[src/rtl/accum_real_pkg.sv]
// accum_real_pkg: shared types and helpers for the fixed-point block accumulator.
package accum_real_pkg;

    typedef enum logic {ACC, DONE} state_t;

    localparam int SAT_W = 64;

    typedef struct packed {
        logic                    sat;
        logic signed [SAT_W-1:0] mant;
    } sat_t;

    function automatic int align_shift(int in_exp, int out_exp);
        return in_exp - out_exp;
    endfunction

    // Head-room for COUNT_WIDTH worth of full-scale samples plus the left shift.
    function automatic int acc_width(int in_w, int out_w, int cnt_w, int shift);
        return (in_w > out_w ? in_w : out_w) + cnt_w + (shift > 0 ? shift : 0);
    endfunction

    function automatic sat_t sat_to_width(logic signed [SAT_W-1:0] value, int width);
        logic signed [SAT_W-1:0] lo;
        logic signed [SAT_W-1:0] hi;
        sat_t r;
        lo     = -(64'sd1 <<< (width - 1));
        hi     = ~lo;
        r.sat  = (value > hi) || (value < lo);
        r.mant = value > hi ? hi : (value < lo ? lo : value);
        return r;
    endfunction

endpackage

[src/rtl/accum_real_align.sv]
// align_real_sig: sign-extends a fixed-point mantissa and moves it between binary exponents.
module align_real_sig #(
    parameter int IN_WIDTH     = 16,
    parameter int IN_EXPONENT  = -8,
    parameter int OUT_EXPONENT = -8,
    parameter int OUT_WIDTH    = 24
) (
    input  logic        [IN_WIDTH-1:0]  data_i,
    output logic signed [OUT_WIDTH-1:0] data_o
);

    localparam int SH  = IN_EXPONENT - OUT_EXPONENT;
    localparam int SHL = SH > 0 ? SH : 0;
    localparam int SHR = SH < 0 ? -SH : 0;

    logic signed [OUT_WIDTH-1:0] ext;

    assign ext = OUT_WIDTH'($signed(data_i));
    // Arithmetic right shift floors toward -inf, which is the required truncation.
    assign data_o = (ext <<< SHL) >>> SHR;

endmodule

[src/rtl/accum_real.sv]
// accum_real: sums cfg_len aligned signed samples per block and presents a saturated result
// on a valid/ready output, accepting the next block's first sample on the same cycle it is taken.
module accum_real
    import accum_real_pkg::*;
#(
    parameter int IN_WIDTH     = 16,
    parameter int IN_EXPONENT  = -8,
    parameter int OUT_WIDTH    = 16,
    parameter int OUT_EXPONENT = -8,
    parameter int COUNT_WIDTH  = 8
) (
    input  logic                   clk,
    input  logic                   rst_n,
    input  logic [COUNT_WIDTH-1:0] cfg_len,
    input  logic                   in_valid,
    output logic                   in_ready,
    input  logic [IN_WIDTH-1:0]    in_data,
    output logic                   out_valid,
    input  logic                   out_ready,
    output logic [OUT_WIDTH-1:0]   out_data,
    output logic                   out_sat
);

    localparam int SHIFT = align_shift(IN_EXPONENT, OUT_EXPONENT);
    localparam int ACC_W = acc_width(IN_WIDTH, OUT_WIDTH, COUNT_WIDTH, SHIFT);

    state_t                   state_q, state_d;
    logic signed [ACC_W-1:0]  acc_q, acc_d, aligned, acc_next;
    logic [COUNT_WIDTH-1:0]   cnt_q, cnt_d, len_q, len_d, len_eff, cnt_inc;
    logic [OUT_WIDTH-1:0]     out_data_q, out_data_d;
    logic                     out_sat_q, out_sat_d;
    logic                     in_fire, out_fire, first, last;
    sat_t                     sat_r;

    align_real_sig #(
        .IN_WIDTH    (IN_WIDTH),
        .IN_EXPONENT (IN_EXPONENT),
        .OUT_EXPONENT(OUT_EXPONENT),
        .OUT_WIDTH   (ACC_W)
    ) u_align (
        .data_i(in_data),
        .data_o(aligned)
    );

    assign in_ready  = (state_q == ACC) || out_ready;
    assign out_valid = state_q == DONE;
    assign in_fire   = in_valid && in_ready;
    assign out_fire  = out_valid && out_ready;
    // The count is cleared whenever a block completes, so DONE always sees a block start.
    assign first     = cnt_q == '0;
    assign len_eff   = !first ? len_q : (cfg_len == '0 ? COUNT_WIDTH'(1) : cfg_len);
    assign cnt_inc   = cnt_q + 1'b1;
    assign last      = cnt_inc == len_eff;
    assign acc_next  = first ? aligned : acc_q + aligned;
    assign sat_r     = sat_to_width(SAT_W'(acc_next), OUT_WIDTH);
    assign out_data  = out_data_q;
    assign out_sat   = out_sat_q;

    always_comb begin
        state_d    = state_q;
        acc_d      = acc_q;
        cnt_d      = cnt_q;
        len_d      = len_q;
        out_data_d = out_data_q;
        out_sat_d  = out_sat_q;
        if (in_fire) begin
            acc_d   = acc_next;
            len_d   = len_eff;
            cnt_d   = last ? '0 : cnt_inc;
            state_d = last ? DONE : ACC;
            if (last) begin
                out_data_d = sat_r.mant[OUT_WIDTH-1:0];
                out_sat_d  = sat_r.sat;
            end
        end else if (out_fire) begin
            state_d = ACC;
            acc_d   = '0;
        end
    end

    always_ff @(posedge clk or negedge rst_n) begin
        if (!rst_n) begin
            state_q    <= ACC;
            acc_q      <= '0;
            cnt_q      <= '0;
            len_q      <= '0;
            out_data_q <= '0;
            out_sat_q  <= 1'b0;
        end else begin
            state_q    <= state_d;
            acc_q      <= acc_d;
            cnt_q      <= cnt_d;
            len_q      <= len_d;
            out_data_q <= out_data_d;
            out_sat_q  <= out_sat_d;
        end
    end

endmodule

[config.mk]
export PLATFORM = sky130hd
export DESIGN_NAME = accum_real
export DESIGN_NICKNAME = d
export VERILOG_FILES = /design/src/rtl/accum_real_pkg.sv /design/src/rtl/accum_real_align.sv /design/src/rtl/accum_real.sv
export SDC_FILE = /design/constraint.sdc
export NUM_CORES = 1
export LEC_CHECK = 0
export BUFFER_PORTS_ARGS = -buffer_cell sky130_fd_sc_hd__buf_2
export CORE_AREA = 2 2 101 176
export DETAILED_ROUTE_END_ITERATION = 10
export DIE_AREA = 0 0 103 178
export PLACE_DENSITY_LB_ADDON = 0.1
export SYNTH_ARGS = -nofsm -noshare
export SYNTH_HDL_FRONTEND = slang
export SYNTH_SLANG_ARGS = --single-unit
[constraint.sdc]
create_clock -name clk -period 4.67 [get_ports clk]
set_input_delay 0.934 -clock clk [delete_from_list [all_inputs] [get_ports clk]]
set_output_delay 0.934 -clock clk [all_outputs]
set_load 0.05 [all_outputs]
After elaboration in Yosys (flattened, before gate mapping)
Cells that the tools add are included.
{ "op_classes": {"addsub": 2, "n_mux": 11, "eq_ne": 1, "magnitude_cmp": 2, "n_reduce_logical": 8, "bitwise_logic": 1} }
{ "ops": {"columns": ["cell", "count"], "rows": [
  ["$mux 24", 3],
  ["$mux 16", 2],
  ["$add 24x16->24", 1],
  ["$gt 24x16->1 const B", 1],
  ["$lt 24x16->1 const B", 1],
  ["$mux 8", 3],
  ["$logic_not 8->1", 2],
  ["$add 8x1->8 const B", 1],
  ["$eq 8x8->1", 1],
  ["$mux 1", 3],
  ["$logic_and 1x1->1", 2],
  ["$logic_or 1x1->1", 2],
  ["$reduce_and 2->1", 1],
  ["$reduce_bool 2->1", 1],
  ["$not 1->1", 1]
]} }
{ "totals": {"ff_bits": 58, "word_cells": 31, "output_inout_bits": 19, "inputBits": 28} }

Logic depth before layout (Yosys ltp)
Gate-level depths: netlist (run 1).
{ "logic_depth": {"word_depth": 6, "ltp_mapped": 15, "mapped_depth_nobuf": 11} }

By module
Synthesis (run 1) repeated with hierarchy kept, for this count alone.
{ "unflattened": {"cells_unflattened": 519, "hier_area_um2": 4647.0} }
{ "modules_own_cells": {"columns": ["module", "cells_per_inst", "area_each_um2", "seq_area_each_um2", "n_inst"], "rows": [
  ["accum_real", 495, 4466.8, 1451.4, 1],
  ["align_real_sig", 24, 180.2, 0.0, 1]
]} }

Worst setup path before layout (run 1)
OpenSTA, ideal clock, no wires.
{ "synth_path": {"path_type": "input-to-reg", "startpoint": "in in_data[0]", "endpoint": "reg out_data_q[10] (netlist: out_data[10])", "t_arrival_ps": 3760, "cell_stages": 12, "slack_ps": 782, "path_buffers": 1, "path_cell_list": "ha_1 -> fa_1 -> a21o_1 -> a221oi_4 -> o221ai_2 -> a2111oi_2 -> mux2i_1 -> a31o_2 -> a2111oi_4 -> buf_6 -> a2111oi_2 -> nor3_2"} }
{ "synth_via": {"elab_chain_len": 5} }
{ "synth_rtl": {"columns": ["item", "line", "text"], "rows": [
  ["start: declaration", "accum_real.sv:17", "input logic [IN_WIDTH-1:0] in_data,"],
  ["$add 24x16->24", "accum_real.sv:54", "assign acc_next = first ? aligned : acc_q + aligned;"],
  ["$mux 24 (*)", "accum_real.sv:54", null],
  ["$lt 24x16->1", "accum_real_pkg.sv:29", "r.mant = value > hi ? hi : (value < lo ? lo : value);"],
  ["$mux 16", "accum_real_pkg.sv:29", null],
  ["$mux 16 (*)", "accum_real_pkg.sv:29", null],
  ["end signal: assignment", "accum_real.sv:94", "out_data_q <= out_data_d;"],
  ["end: declaration", "accum_real.sv:30", "logic [OUT_WIDTH-1:0] out_data_q, out_data_d;"]
]} }
Mark *: on every way between the ends. The rest lies on a longest branch, timed or not.
A chain may end at the register's enable or synchronous reset.

Worst setup path after layout (run 1)
{ "layout_path": {"startpoint": "in in_data[0]", "endpoint": "reg out_data_q[6] (netlist: out_data[6])"} }
The elaborated chain is that of the path after synthesis.

==> results of run 1 <==
path summary, 6_finish.rpt:
| check | to | cells past startpoint |
|---|---|---|
| worst max-delay path | out_data[6] | 12 |
| worst min-delay path | acc_q[17] | 2 |
| worst max register to register | out_data[7] | 12 |
| worst min register to register | acc_q[17] | 2 |
| max in group asynchronous | out_data[11] | 2 |
| min in group asynchronous | cnt_q[5] | 1 |
synth_stat cells, drive strengths merged, types with 7 or more instances:
cell type / n / area [sq um]
mux2: 7 / 78.83
a21o: 16 / 120.1
mux2i: 11 / 110.1
o21a: 8 / 60.06
clkbuf: 22 / 83.83
nand4: 8 / 50.05
a211oi: 7 / 65.06
nor3: 58 / 335.3
and3: 7 / 43.79
a2111oi: 20 / 256.5
nor2: 30 / 112.6
xnor2: 7 / 61.31
o21ai: 64 / 324.1
o211ai: 10 / 75.07
buf: 22 / 133.9
nand3: 18 / 90.09
dfrtp: 58 / 1451
inv: 22 / 82.58
ha: 25 / 312.8
a21oi: 29 / 145.1
nand2: 58 / 220.2
placed cells by master (no fill, tap or decap), types with 4 or more instances in the layout:
master | Yosys | layout
o21ai_0 | 61 | 61
dfrtp_1 | 58 | 58
nand2_1 | 57 | 57
nor3_1 | 49 | 49
buf_2 | 14 | 46
nor2_1 | 30 | 30
a21oi_1 | 29 | 29
ha_1 | 25 | 25
inv_1 | 22 | 22
buf_4 | 3 | 21
nand3_1 | 18 | 18
a21o_1 | 16 | 16
o211ai_1 | 10 | 10
a2111oi_2 | 10 | 10
mux2i_1 | 11 | 10
a2111oi_0 | 9 | 9
nor3_2 | 9 | 9
clkbuf_16 | 0 | 9
nand4_1 | 8 | 8
o21a_1 | 8 | 8
and3_1 | 7 | 7
xnor2_1 | 7 | 7
mux2_2 | 7 | 7
xor2_1 | 6 | 6
or3_1 | 6 | 6
a211oi_1 | 6 | 6
and4_1 | 6 | 6
nand2b_1 | 5 | 5
a22o_1 | 5 | 5
a31oi_1 | 5 | 5
o31ai_1 | 4 | 4
logic make-up (layout without fill, tap and decap cells):
group           count (synthesis)  count (layout)  synth area share, %
compound gates                196             196                28.58
xor+xnor                       13              13                2.296
fa+ha+maj                      26              26                6.710
buf+inv                        66             106                6.055
flops                          58              58                29.26
mux                            18              18                3.809
simple gates                  217             217                23.29
final cells by class:
cell class                 instances  area [sq um]  share of cell area [%]
tap                              227         284.0                   4.946
inverter                          22         82.58                   1.438
sequential                        58          1451                   25.27
multi-input combinational        470          3212                   55.93
clock inverter                     6         66.31                   1.155
clock buffer                      10         239.0                   4.161
timing repair buffer              68         407.9                   7.102
routing by layer:
| metal | vias to the layer above | wire (microns) |
|---|---|---|
| li1 | 2315 | - |
| met1 | 2229 | 6445 |
| met2 | 132 | 8451 |
| met3 | 36 | 613 |
| met4 | 0 | 629 |
| met5 | - | 0 |
worst max-delay path, delay by kind of cell:
kind | cells | cell delay, ns
compound gates | 5 | 1.33
fa+ha+maj | 2 | 0.63
simple gates | 4 | 1.23
buf+inv | 1 | 0.11
flip-flops by register name, summed over array words and instances (netlist names):
register	cells
out_data	16
acc_q	24
out_sat	1
out_valid	1
len_q	8
cnt_q	8
power breakdown:
part	leakage [nW]	internal, W	switching (W)	total [W]
combinational	1.59	0.00101	0.00170	0.00271
clock	0.141	0.000427	0.000258	0.000685
sequential	0.742	0.000690	0.000167	0.000856
metrics by stage:
step / setup WS [ns] / hold WS, ns / cell area (sq um)
after detailed placement: 0.3325 / 0.4755 / 5438
after floorplan: 0.7817 / 0.4428 / 4960
after global placement: 0.3687 / 0.4671 / 5438
after CTS: 0.6670 / 0.4883 / 5743
final: 0.6394 / 0.4795 / 5743
after global routing: 0.4048 / 0.5030 / 5743
==> metrics.md, run 1 <==
| Metric | Value |
|---|---|
| Maximum VDD drop | 0.2468 mV |
| Crit path max-delay cell type | or3b_1 |
| Netlist cell types | 73 |
| Ys async rst share | 100.0% |
| First-pass GRT wire length | 26170 microns |
| Post-DP HPWL | 12330 microns |
| Die Wd | 103 microns |
| Worst slew margin | 35.75% |
| Non-filler cells in the finished layout | 861 |
| Synth Instances | 594 |
| Core area | 16870 sq um |
| Fin util | 34.05% |
| Die ar. | 18330 sq um |
| Clock skew | 0.007300 ns |
| Layout filler cell count | 1821 |
| Syn_nets | 648 |
| R2R setup slack | 0.86 ns |
| Syn_area_per_cell | 8.350 sq um |
| WS Path Type | in2reg |
| Worst slew pin tran | 0.9614 ns |
| Hold_sp | acc_q[17] |
| TNS Setup | 0 ns |
| Root Driver | clkbuf_16 |
| Count of input and output buffers | 46 |
| Crit start category | input pin |
| GRT Overall Usage | 18.51% |
| Critical-path maximum fanout | 16 |
| DRT iter0 DRCs | 216 |
| Largest net degree at the start of global routing | 40 |
| Initial DRT Pass Iterations | 4 |
| Routed len/inst | 18.74 microns |
| Setup violations, final | 0 |
| Critical Path Start | in_data[0] |
| Initial antenna violation count | 0 |
| MaxCap Viol Count | 0 |
| Number of synthesized register bits | 58 |
| CP required | 4.88 ns |
| Met1 Track Usage GR | 22.38% |
| Status | finished, final reports clean |
| Total gr overflow | 0 |
| Sequential element share of the synthesized area | 29.26% |
| Syn. warnings | 0 |
| Fmax | 248.1 MHz |
| Lkg Pwr | 2.473 nW |
| DIE HEIGHT | 178 microns |
| Post-layout net count | 683 |
| GR Util met3 | 2.704% |
| Min Tclk post-route | 4.031 ns |
| Post-route DRC violation count | 0 |
| Number of global-route vias before repair | 4724 |
| Critical path's largest stage delay | 0.66 ns |
| DR vias/cell | 5.473 |
| Row count | 63 |
| GR peak layer | met2 |
| GRT met2 Usage | 31.76% |
| CTS tree | yes |
| Skew-Pair Late Insertion Delay | 0.33 ns |
| Area delta synth->final | 15.79% |
| Worst path arrival time | 4.24 ns |
| Post-synth EDFFs | 0 |
| RSZ-0062 raised after global routing | false |
| Top_reg_cell synth | dfrtp_1 |
| Final Power | 0.004253 W |
| Crit. End Element | flop |
| Post-CTS Setup Bufs | 0 |
| Routed via count | 4712 |
| CTS Sinks | 58 |
| Slew Limit Fails | 0 |
| Mapped cell area | 4960 sq um |
| Inst Count DP | 845 |
| Post-DRT Antenna Nets | 0 |
| # H-tree levels | 3 |
| Resized Gates After CTS | 0 |
| Pwr/cell area | 740.6 nW/um^2 |
| Final Cycle Share | 86.31% |
| GPL Wtd Cong | 0.8735 |
| Worst-path cell chain | buf_2 > ha_1 > fa_1 > a21o_1 > a221oi_4 > o22ai_1 > o211ai_1 > a211oi_1 > nor2_1 > or3b_1 > nor3_1 > nor3_2 |
| I/O pin total | 47 |
| FF-to-FF Start | cnt_q[0] |
| Hold Path Class | reg2reg |
| Hold_buf cts | 0 |
| Total inserted antenna cells | 0 |
| Final hold violation count | 0 |
| Maximum clock insertion buffer count | 2 |
| Clk pin slew, worst setup/hold paths | 0.06 ns |
| Layout cells sized above 1 | 20.19% |
| Routed wire length | 16140 microns |
| Initial Util | 29.40% |
| Num CTS Buffers | 9 |
No activity file was read; power rests on OpenSTA's default activity.
==> run 2: changes to the inputs <==
Settings changed: CORE_AREA 2 2 101 176 to 2 2 152 117, DIE_AREA 0 0 103 178 to 0 0 154 119.
==> run 2 against run 1 <==
Global-route usage shrank 0.43 points. Worst setup slack lost 0.033 ns. Non-clock buffer count shrank 3. Register-to-register slack lost 0.11 ns. Flip-flop and latch count is the same. Sequential power is essentially flat. Critical path depth grew 1. Routed wire length shrank 0.16%. Critical path type unchanged. Largest cell class unchanged.
==> metrics.md, run 2 (synthesis gave the netlist of run 1 again) <==
| Metric | Value |
|---|---|
| Status | finished, final reports clean |
| Maximum VDD drop | 0.2990 mV |
| Worst slew pin tran | 1.010 ns |
| Crit. End Element | flop |
| Most frequent cells in the layout | o21ai_0, dfrtp_1, nand2_1 |
| Non-filler cells in the finished layout | 853 |
| Resized Gates After CTS | 0 |
| Post-DRT Antenna Nets | 0 |
| Inst Count DP | 835 |
| Reg2reg path depth | 13 |
| GPL Wtd Cong | 0.8492 |
| Final instance area | 5708 sq um |
| Placed Area | 5406 sq um |
| Worst slew margin | 32.53% |
| Cell count of the worst hold path | 2 |
| Initial DRT Pass Iterations | 5 |
| R2R Path End | out_data[0] |
| Min Tclk post-route | 4.064 ns |
| Routed via count | 4747 |
| Initial antenna violation count | 0 |
| DRT iter0 DRCs | 331 |
| Hold_buf cts | 0 |
| Post-route DRC violation count | 0 |
| CTS Sinks | 58 |
| Setup WS post-layout | 0.6061 ns |
| Routed wire length | 16110 microns |
| Critical-path maximum fanout | 16 |
| RSZ-0062 raised after global routing | false |
| Post-CTS Setup Bufs | 0 |
| Largest net degree at the start of global routing | 33 |
| Die Wd | 154 microns |
| WS Path Type | in2reg |
| # H-tree levels | 3 |
| FF-to-FF Start | cnt_q[0] |
| Hold_sp | acc_q[14] |
| CP required | 4.92 ns |
| Most common cell after layout, fill and taps aside | o21ai_0 |
| Critical Path Start | in_data[15] |
| DR vias/cell | 5.565 |
| First-pass GRT wire length | 25550 microns |
| Row count | 42 |
| Skew-Pair Late Insertion Delay | 0.34 ns |
| Total gr overflow | 0 |
| Clk pin slew, worst setup/hold paths | 0.05 ns |
| Final hold violation count | 0 |
| Dpl ws | 0.2598 ns |
| DIE HEIGHT | 119 microns |
| Post-layout net count | 680 |
| R2R setup slack | 0.75 ns |
| Pwr/cell area | 744.8 nW/um^2 |
| Slew Limit Fails | 0 |
| Die ar. | 18330 sq um |
| Lkg Pwr | 2.458 nW |
| WHS Endpoint | acc_q[14] |
| I/O pin total | 47 |
| Final Cycle Share | 87.02% |
| Layout cells sized above 1 | 19.65% |
| Num CTS Buffers | 9 |
| Biggest register | acc_q |
| Number of global-route vias before repair | 4421 |
| Clock skew | 0.005608 ns |
| Maximum clock insertion buffer count | 2 |
| Fmax | 246.1 MHz |
| Post-DP HPWL | 11890 microns |
| CTS tree | yes |
| Core area | 17080 sq um |
| TNS Setup | 0 ns |
| Count of input and output buffers | 46 |
| Fin util | 33.42% |
| GRT Overall Usage | 18.07% |
| Root Driver | clkbuf_16 |
| Hold Path Class | reg2reg |
| Initial Util | 29.04% |
| Routed len/inst | 18.89 microns |
| MaxCap Viol Count | 0 |
| Max reg flops | 24 |
| Crit start category | input pin |
| Area delta synth->final | 15.09% |
| Setup violations, final | 0 |
| Worst path arrival time | 4.31 ns |
-- run 2: cell count changes in the layout (fill, tap and decap cells not counted) --
| cell | previous run | this run |
|---|---|---|
| buf_4 | 21 | 18 |
| diode_2 | 0 | 2 |
| clkbuf_1 | 0 | 1 |
| clkbuf_8 | 1 | 0 |
| clkinv_4 | 1 | 2 |
| clkinvlp_4 | 3 | 2 |
-- run 2: where the power goes --
part	switching [W]	leakage (nW)	total [W]	internal [W]
registers	0.000169	0.742	0.000859	0.000690
clock network	0.000256	0.139	0.000670	0.000414
logic	0.00174	1.58	0.00272	0.000987
total	0.00216	2.46	0.00425	0.00209
-- run 2: critical path, cell delays in order --
cell and delay, ns:
buf_2 0.13, ha_1 0.48, and3_1 0.28, nand3_1 0.12, or3_1 0.35, a2111oi_0 0.63
buf_4 0.23, or4_1 0.13, nand4_1 0.15, a2111oi_4 0.40, buf_12 0.21, a2111oi_0 0.08
nor3_1 0.17
-- run 2: how the worst max path moves through the flow --
stage                         endpoint  slack [ns]  cells after the start
after CTS                  out_data[2]        0.59                     13
after global routing       out_data[0]        0.31                     13
after floorplan           out_data[10]        0.78                     12
final                      out_data[0]        0.61                     13
after global placement     out_data[4]        0.33                     13
after detailed placement   out_data[2]        0.26                     13
-- run 2: routing by layer --
| layer | track usage, % | up-vias | share of wire, % |
|---|---|---|---|
| met3 | 4.731 | 11 | 6.4 |
| met5 | 0 | - | 0 |
| met4 | 3.738 | 0 | 0.84 |
| li1 | - | 2309 | - |
| met1 | 28.77 | 2275 | 54 |
| met2 | 23.79 | 152 | 39 |
-- run 2: stage by stage --
stage               total power, W  hold slack, ns
global placement          0.003546          0.4654
detailed placement        0.003548          0.4764
floorplan                 0.002804          0.4428
global route              0.004608          0.5239
finish                    0.004251          0.4867
CTS                       0.004253          0.4896
-- run 2: cell type report --
type	count	area, sq um
antenna	2	5.005
clock buffer	10	229.0
clock inverter	6	67.56
fill	1781	11370
inverter	22	82.58
multi-input combinational	470	3212
sequential	58	1451
tap	220	275.3
timing repair buffer	65	385.4
==> run 3: changes to the inputs <==
Settings changed: CELL_PAD_IN_SITES_DETAIL_PLACEMENT set to 2, CELL_PAD_IN_SITES_GLOBAL_PLACEMENT set to 2, CORE_AREA 2 2 152 117 to 8 8 158 123, DIE_AREA 0 0 154 119 to 0 0 166 131.
==> run 3 against run 2 <==
Hold slack better by 0.0017 ns. Sequential power is 0.6% higher. Global-route usage about the same. Die area grew 19%. Cell count fell by 0.23%. Clock skew increased by 0.0060 ns. Register-to-register slack got worse by 0.09 ns. Design area rose by 0.13%. Fmax down 2.6%. Via count increased by 2.4%. Flip-flop and latch count did not move. Largest power group unchanged.
==> metrics.md, run 3 (synthesis gave the netlist of run 1 again) <==
| Metric | Value |
|---|---|
| Status | finished, final reports clean |
| Hold Path Class | reg2reg |
| Post-DP HPWL | 14370 microns |
| Final instance area | 5715 sq um |
| Post-layout net count | 680 |
| Cell internal pwr | 0.002110 W |
| R2R Path End | out_data[5] |
| Lkg Pwr | 2.464 nW |
| GPL Wtd Cong | 0.8147 |
| Clock skew | 0.01162 ns |
| Die ar. | 21750 sq um |
| # H-tree levels | 3 |
| MaxCap Viol Count | 0 |
| NetSw | 0.002281 W |
| Most frequent cells in the layout | o21ai_0, dfrtp_1, nand2_1 |
| Num CTS Buffers | 9 |
| Final Cycle Share | 89.35% |
| Hold_sp | acc_q[8] |
| Area delta synth->final | 15.24% |
| Post-CTS Setup Bufs | 0 |
| Initial DRT Pass Iterations | 4 |
| Non-filler cells in the finished layout | 851 |
| Routed via count | 4862 |
| DIE HEIGHT | 131 microns |
| Pwr/cell area | 768.2 nW/um^2 |
| Max reg flops | 24 |
| Switching share of power | 51.95% |
| Share of total power in combinational logic | 65.0% |
| WHS | 0.4885 ns |
| DRT iter0 DRCs | 319 |
| Largest net degree at the start of global routing | 33 |
| Crit. End Element | flop |
| Initial antenna violation count | 1 |
| Post-DRT Antenna Nets | 0 |
| Total gr overflow | 0 |
| Critical path's largest stage delay | 0.49 ns |
| Skew-Pair Late Insertion Delay | 0.34 ns |
| Reg2reg path depth | 13 |
| RSZ-0062 raised after global routing | false |
| Root Driver | clkbuf_16 |
| Clk pwr share | 15.4% |
| CTS Sinks | 58 |
| Row count | 42 |
| R2R setup slack | 0.66 ns |
| Worst-path cell chain | buf_2 > ha_1 > fa_1 > a21o_1 > a221oi_4 > o221ai_2 > a2111oi_2 > mux2i_1 > a31o_2 > a2111oi_4 > buf_12 > a2111oi_0 > nor3_1 |
| Hold_buf cts | 0 |
| WS Path Type | in2reg |
| Total inserted antenna cells | 0 |
| Worst slew pin tran | 1.054 ns |
| CTS tree | yes |
| Biggest register | acc_q |
| Number of global-route vias before repair | 5269 |
| Setup violations, final | 0 |
| GRT Overall Usage | 18.05% |
| Clk pin slew, worst setup/hold paths | 0.05 ns |
| DR vias/cell | 5.713 |
| Resized Gates After CTS | 0 |
| Final Power | 0.004391 W |
| Maximum clock insertion buffer count | 2 |
| Crit path max-delay cell type | a221oi_4 |
| Placed Area | 5419 sq um |
| Maximum VDD drop | 0.2126 mV |
| Routed wire length | 19010 microns |
| CP required | 4.88 ns |
| Inst Count DP | 835 |
| Worst slew margin | 29.54% |
| Critical-path maximum fanout | 16 |
| Crit start category | input pin |
| Part of the power in registers | 19.7% |
| First-pass GRT wire length | 30710 microns |
| Min Tclk post-route | 4.173 ns |
| Layout cells sized above 1 | 19.65% |
| Post-route DRC violation count | 0 |
| Slew Limit Fails | 0 |
| Die Wd | 166 microns |
| I/O pin total | 47 |
| Worst path arrival time | 4.38 ns |
| TNS Setup | 0 ns |
| WHS Endpoint | acc_q[8] |
| Initial Util | 29.04% |
| Cell count of the worst hold path | 2 |
| Final hold violation count | 0 |
| Core area | 17080 sq um |
| Fmax | 239.7 MHz |
| Most common cell after layout, fill and taps aside | o21ai_0 |
| Count of input and output buffers | 46 |
| FF-to-FF Start | cnt_q[0] |
| Routed len/inst | 22.33 microns |
==> run 3: final cells by class <==
cell class                 instances  area (sq um)
multi-input combinational        470          3212
sequential                        58          1451
timing repair buffer              65         397.9
tap                              220         275.3
clock buffer                      10         229.0
fill                            1932         11360
inverter                          22         82.58
clock inverter                     6         67.56
==> run 3: per-layer routing <==
layer / vias to the layer above / track usage [%] / wire length [microns]
met5: - / 0 / 0
met4: 0 / 3.785 / 141
met3: 9 / 3.272 / 918
met1: 2491 / 26.55 / 10010
li1: 2296 / - / -
met2: 66 / 26.94 / 7931
==> run 3: critical path: cells and delay by family <==
kind	cells	cell delay [ns]
simple gates	1	0.09
fa+ha+maj	2	0.63
buf+inv	2	0.30
mux	1	0.40
compound gates	7	2.02
==> run 3: power groups by stage <==
stage,clock network (W),registers [W],logic (W)
floorplan,0,0.000857,0.00195
global placement,0,0.000858,0.00274
detailed placement,0,0.000870,0.00284
CTS,0.000697,0.000864,0.00286
global route,0.000712,0.000892,0.00315
finish,0.000675,0.000864,0.00285
==> run 3: metrics by stage <==
stage / setup WS [ns] / utilization [%]
after floorplan: 0.7817 / -
after global placement: 0.2640 / 31.73
after detailed placement: 0.1554 / 31.73
after CTS: 0.4945 / 33.47
after global routing: 0.3221 / 33.47
final: 0.4974 / 33.47
==> run 3: worst max-delay path by stage <==
stage	from	endpoint	slack, ns	cells past startpoint
4_1_cts	in_data[15]	out_data[5]	0.49	13
5_1_grt	in_data[0]	out_data[4]	0.32	13
2_1_floorplan	in_data[0]	out_data[10]	0.78	12
6_report	in_data[0]	out_data[5]	0.50	13
3_5_place_dp	in_data[0]	out_data[1]	0.16	13
3_3_place_gp	in_data[0]	out_data[4]	0.26	13
